## config.mk

```make
export PLATFORM = sky130hd
export DESIGN_NAME = decoder_rr_arbiter_flat
export DESIGN_NICKNAME = d
export VERILOG_FILES = /design/src/rtl/decoder_rr_arbiter_pkg.sv /design/src/rtl/decoder_rr_arbiter_if.sv /design/src/rtl/decoder_rr_arbiter_onehot_decoder.sv /design/src/rtl/decoder_rr_arbiter.sv /design/src/flat_wrapper.sv
export SDC_FILE = /design/constraint.sdc
export NUM_CORES = 1
export LEC_CHECK = 0
export ABC_AREA = 1
export CAP_MARGIN = 40
export CORE_AREA = 10 10 92 78
export CTS_CLUSTER_SIZE = 10
export DETAILED_ROUTE_END_ITERATION = 8
export DIE_AREA = 0 0 102 88
export HOLD_SLACK_MARGIN = 0.02
export MAX_ROUTING_LAYER = met4
export PLACE_DENSITY = 0.55
export SLEW_MARGIN = 10
export SYNTH_ARGS = -nofsm -noshare
export SYNTH_HDL_FRONTEND = slang
export SYNTH_SLANG_ARGS = --single-unit
```

## constraint.sdc

```tcl
create_clock -name clk -period 3.1 [get_ports clk]
set_clock_uncertainty 0.2 [all_clocks]
set_input_delay 0.93 -clock clk [delete_from_list [all_inputs] [get_ports clk]]
set_output_delay 0.93 -clock clk [all_outputs]
set_load 0.01 [all_outputs]
```

## src/rtl/decoder_rr_arbiter_pkg.sv

```systemverilog
// Shared types and default sizing for the round-robin grant arbiter.
// The FSM state encoding lives here so the top and the bench agree on it.
package arb_pkg;

  typedef enum logic {
    IDLE  = 1'b0,
    GRANT = 1'b1
  } state_t;

  localparam int DEF_N        = 8;
  localparam int DEF_IW       = 3;
  localparam int DEF_MAX_HOLD = 16;

endpackage

```

## src/rtl/decoder_rr_arbiter_if.sv

```systemverilog
// Request/grant bundle between requesters (master) and the arbiter (slave).
// Level-sensitive requests; the grant side holds until done, drop or timeout.
import arb_pkg::*;

interface decoder_rr_arbiter_if #(
  parameter int N  = DEF_N,
  parameter int IW = DEF_IW
);

  logic [N-1:0]  req;
  logic          done;
  logic [N-1:0]  gnt;
  logic [IW-1:0] gnt_idx;
  logic          gnt_valid;
  logic          timeout;

  modport master (
    output req, done,
    input  gnt, gnt_idx, gnt_valid, timeout
  );

  modport slave (
    input  req, done,
    output gnt, gnt_idx, gnt_valid, timeout
  );

endinterface

```

## src/rtl/decoder_rr_arbiter_onehot_decoder.sv

```systemverilog
// Binary index to one-hot vector, zero when not enabled; purely combinational.
// No state, no flow control: output follows inputs in the same cycle.
module onehot_decoder #(
  parameter int IW = 3
) (
  input  logic [IW-1:0]      idx_i,
  input  logic               en_i,
  output logic [(2**IW)-1:0] onehot_o
);

  always_comb begin
    onehot_o = '0;
    if (en_i) begin
      onehot_o[idx_i] = 1'b1;
    end
  end

endmodule

```

## src/rtl/decoder_rr_arbiter.sv

```systemverilog
// Round-robin arbiter with a bounded hold time; grant registered one edge after req.
// Grantee keeps the resource until done, request drop or MAX_HOLD cycles elapse.
import arb_pkg::*;

module decoder_rr_arbiter #(
  parameter int N        = DEF_N,
  parameter int IW       = DEF_IW,
  parameter int MAX_HOLD = DEF_MAX_HOLD
) (
  input  logic                 clk,
  input  logic                 rst,
  decoder_rr_arbiter_if.slave  bus
);

  localparam int CW = $clog2(MAX_HOLD + 1);

  state_t        state_q;
  logic [IW-1:0] ptr_q;
  logic [CW-1:0] cnt_q;
  logic [IW-1:0] gnt_idx_q;
  logic          gnt_valid_q;
  logic          timeout_q;

  logic          sel_vld;
  logic [IW-1:0] sel_idx;
  logic [IW-1:0] cand;
  logic          hold_hit;
  logic          grantee_req;
  logic          release_now;

  // First requester at or above ptr; IW-bit addition wraps modulo N for free.
  always_comb begin
    sel_vld = 1'b0;
    sel_idx = '0;
    cand    = '0;
    for (int i = 0; i < N; i++) begin
      cand = ptr_q + IW'(i);
      if (!sel_vld && bus.req[cand]) begin
        sel_vld = 1'b1;
        sel_idx = cand;
      end
    end
  end

  assign hold_hit    = (cnt_q == CW'(MAX_HOLD - 1));
  assign grantee_req = bus.req[gnt_idx_q];
  assign release_now = bus.done || !grantee_req || hold_hit;

  always_ff @(posedge clk) begin
    if (rst) begin
      state_q     <= IDLE;
      ptr_q       <= '0;
      cnt_q       <= '0;
      gnt_idx_q   <= '0;
      gnt_valid_q <= 1'b0;
      timeout_q   <= 1'b0;
    end else begin
      timeout_q <= 1'b0;
      case (state_q)
        IDLE: begin
          if (sel_vld) begin
            state_q     <= GRANT;
            gnt_idx_q   <= sel_idx;
            gnt_valid_q <= 1'b1;
            cnt_q       <= '0;
          end
        end
        GRANT: begin
          if (release_now) begin
            state_q     <= IDLE;
            gnt_valid_q <= 1'b0;
            gnt_idx_q   <= '0;
            ptr_q       <= gnt_idx_q + IW'(1);
            cnt_q       <= '0;
            // Only a pure expiry counts as a forced release.
            timeout_q   <= hold_hit && !bus.done && grantee_req;
          end else if (cnt_q != CW'(MAX_HOLD)) begin
            cnt_q <= cnt_q + CW'(1);
          end
        end
        default: state_q <= IDLE;
      endcase
    end
  end

  onehot_decoder #(.IW(IW)) u_dec (
    .idx_i    (gnt_idx_q),
    .en_i     (gnt_valid_q),
    .onehot_o (bus.gnt)
  );

  assign bus.gnt_idx   = gnt_idx_q;
  assign bus.gnt_valid = gnt_valid_q;
  assign bus.timeout   = timeout_q;

endmodule

```

## src/flat_wrapper.sv

```systemverilog
// flat-port wrapper written by rule: the top's interface ports become plain ports
module decoder_rr_arbiter_flat 
#(
  parameter int N        = DEF_N,
  parameter int IW       = DEF_IW,
  parameter int MAX_HOLD = DEF_MAX_HOLD
)
  (clk, rst, bus_req, bus_done, bus_gnt, bus_gnt_idx, bus_gnt_valid, bus_timeout);
  decoder_rr_arbiter_if #(.N(N), .IW(IW)) bus_i ();
  input  logic clk;
  input  logic rst;
  input wire logic [$bits(bus_i.req)-1:0] bus_req;
  input wire logic [$bits(bus_i.done)-1:0] bus_done;
  output wire logic [$bits(bus_i.gnt)-1:0] bus_gnt;
  output wire logic [$bits(bus_i.gnt_idx)-1:0] bus_gnt_idx;
  output wire logic [$bits(bus_i.gnt_valid)-1:0] bus_gnt_valid;
  output wire logic [$bits(bus_i.timeout)-1:0] bus_timeout;
  assign bus_i.req = bus_req;
  assign bus_i.done = bus_done;
  assign bus_gnt = bus_i.gnt;
  assign bus_gnt_idx = bus_i.gnt_idx;
  assign bus_gnt_valid = bus_i.gnt_valid;
  assign bus_timeout = bus_i.timeout;
  decoder_rr_arbiter #(.N(N), .IW(IW), .MAX_HOLD(MAX_HOLD)) u_core (.clk(clk), .rst(rst), .bus(bus_i));
endmodule
```

==> results.tsv <==
metric	value	unit
path_clk_slew	0.06	ns
end_kind	register	
die_y	88	um
synth_mux_area_share	0	%
worst_slack	0.2414	ns
grt_pass1_vias	1445	
detailedPlace.worstSlack	0.001788	ns
ctsHoldBuffers	0	
clock-root-buffer	clkbuf_8	
grt_max_degree	12	
cts.sink_count	14	
crit_cells	14	
fp-row-count	24	
crit_buf_inv	2	
ir_drop	0.0002877	V
ant_nets	0	
boundaryPins	24	
hold_depth	2	
r2r_slack	0.53	ns
fin_cells	343	
num-nets-final	297	
period_share	92.21	%
slowest_stage	clkdlybuf4s50_1	
area_growth_syn_to_layout	22.59	%
dieArea	8976	um^2
num_vias	1590	
cts_resized	0	
core_area	5345	um^2
viasPerCell	4.636	
powerDensity	750.6	nW/um^2
fin_crit	2.859	ns
dp_cells	340	
arrival	2.83	ns
htreeDepth	1	
port_buffers	23	
path_cells	clkdlybuf4s50_1 -> nand2_2 -> nand3_2 -> nand3_2 -> nand2_4 -> nor2_8 -> nand4_4 -> nor2_4 -> nand3_2 -> nand2_4 -> nand2_4 -> nor2_4 -> inv_2 -> nor2_1	
clk_latency	0.24	ns
synthXorXnorAreaFrac	3.806	%
fin_util	35.44	%
grt_pass1_wl	6706	um
design_area	1894	um^2
start_util	28.91	%
drt_wl_total	3998	um
top_layer_used	met4	
crit_fanout	10	
r2r_end	u_core.cnt_q[4]	
m1WireLength	2253	um
drv_cap	0	
syn_avg_cell_area	6.132	um^2
antenna_found_initial	0	
drv_slew	0	
yosys_warnings	0	
yosys.area_share.simple	55.38	%
ys_ff_latch	14	
multiInputGateArea	1102	um^2
p_total	1.422	mW
synthDistinctLibCells	33	
clockBufferDepth	2	
setup-violations-final	0	
place_congestion	0.8787	
placed_area	1853	um^2
avgRoutedWirePerCell	11.66	um
hp-start	u_core.cnt_q[0]	
diodes	0	
crit_path_start_kind	input port	
crit_type	input port to register	
nFillCells	572	
drive_above_1_share	14.03	%
final-seq-area	280.3	um^2
hold_path_class	register to register	
syn_nets	269	
cts_tree	yes	
netlist_instances	252	
grt_usage	9.094	%
hold_path_end	u_core.cnt_q[0]	
required	3.08	ns
met3WireLength	122	um
fp.dieW	102	um
overflow	0	
rr_startpoint	u_core.ptr_q[1]	
seq_area_frac_synth	18.14	%
status	completed	
synth_top_family_by_area	simple AND/OR/NAND/NOR gates	
tightest_slew	0.4358	ns
whs	0.3107	ns
drc_errors	0	
power_leakage	0.8697	nW
reg2reg_depth	15	
syn_area	1545	um^2
timing.fmax	349.8	MHz
post-cts-setup-buffers	0	
slew_headroom	70.90	%
dp_hpwl	3276	um
crit_family	simple AND/OR/NAND/NOR gates	
grt_setup_unrepaired	false	
drtIter0Drc	102	
dr_wl_met2	1613	um
synth_fa_ha_area_share	4.858	%
final.setup.tns	0	ns
max_stage_delay	0.49	ns
timing.final.hold_violations	0	
synth-compound-area-share	7.287	%
numCtsBuffers	3	
dr.pass1.iters	4	
-- routing by layer --
layer | vias to the layer above | global-route usage, %
met5 | - | -
met3 | 2 | 1.102
li1 | 869 | -
met2 | 33 | 13.22
met4 | 0 | 1.662
met1 | 686 | 13.06
-- registers in the layout (all words and copies together) (netlist names) --
register              flops
u_core.cnt_q              5
u_core.bus.timeout        1
u_core.ptr_q              3
u_core.bus.gnt_valid      1
u_core.bus.gnt_idx        3
u_core.state_q            1
-- layout by cell type (no fill, tap or decap) --
| cell | count |
|---|---|
| clkinv_2 | 1 |
| a31oi_1 | 1 |
| o21ai_0 | 5 |
| clkdlybuf4s50_1 | 23 |
| nand4_4 | 1 |
| xor2_1 | 2 |
| nor4_1 | 1 |
| nor3_1 | 4 |
| a211oi_1 | 3 |
| nand4_1 | 4 |
| a21oi_2 | 1 |
| nand3_1 | 32 |
| dfxtp_1 | 14 |
| clkbuf_8 | 3 |
| nand2_4 | 5 |
| nand2_2 | 6 |
| buf_4 | 6 |
| nand3_2 | 7 |
| ha_1 | 6 |
| xnor2_2 | 1 |
| nand2_1 | 66 |
| inv_2 | 4 |
| xor2_2 | 1 |
| nor2_1 | 39 |
| nand3b_1 | 2 |
| a21oi_1 | 7 |
| o21ai_1 | 3 |
| xnor2_1 | 1 |
| nor3b_1 | 1 |
| nor2_8 | 1 |
| inv_1 | 25 |
| nor2_4 | 2 |
-- worst reg2reg max path, delay by kind of cell, from the launching register on --
family	cells	cell delay, ns
flops	1	0.34
fa+ha+maj	1	0.39
buf+inv	3	0.35
simple gates	11	1.24
-- worst max-delay path by stage --
stage,start,endpoint
after floorplan,u_core.ptr_q[1],u_core.cnt_q[2]
after global placement,bus_req[2],u_core.cnt_q[4]
after detailed placement,bus_req[7],u_core.cnt_q[1]
after CTS,bus_req[7],u_core.cnt_q[1]
after global routing,bus_req[5],u_core.cnt_q[3]
final,bus_req[7],u_core.cnt_q[4]
-- synthesized netlist by cell type, drive strengths merged --
library cell | instances | area share, %
nand2 | 77 | 22
nor2 | 42 | 12
nand3 | 39 | 15
inv | 29 | 7.0
dfxtp | 14 | 18
a21oi | 8 | 2.8
o21ai | 8 | 2.6
buf | 6 | 3.2
ha | 6 | 4.9
nand4 | 5 | 3.0
nor3 | 4 | 1.3
a211oi | 3 | 1.5
xor2 | 3 | 2.2
nand3b | 2 | 0.97
xnor2 | 2 | 1.6
a31oi | 1 | 0.41
clkinv | 1 | 0.32
nor3b | 1 | 0.49
nor4 | 1 | 0.41
-- final cells by class --
| class | instances | area share (%) |
|---|---|---|
| inverter | 30 | 6.011 |
| multi-input combinational | 202 | 58.19 |
| clock buffer | 3 | 2.180 |
| timing repair buffer | 29 | 14.53 |
| sequential | 14 | 14.80 |
| tap | 65 | 4.293 |
-- power by group --
| group | internal, mW | switching [mW] | leakage (nW) |
|---|---|---|---|
| sequential | 0.213 | 0.0545 | 0.115 |
| clock | 0.0855 | 0.0572 | 0.0216 |
| combinational | 0.371 | 0.641 | 0.733 |
-- kinds of logic after synthesis --
family                   after synthesis
flip-flops                            14
adder cells (fa/ha/maj)                6
buffers and inverters                 36
AND/OR/NAND/NOR                      171
XOR/XNOR                               5
AO/OA/AOI/OAI                         20
Note: power is estimated with default switching activity, not from simulation.
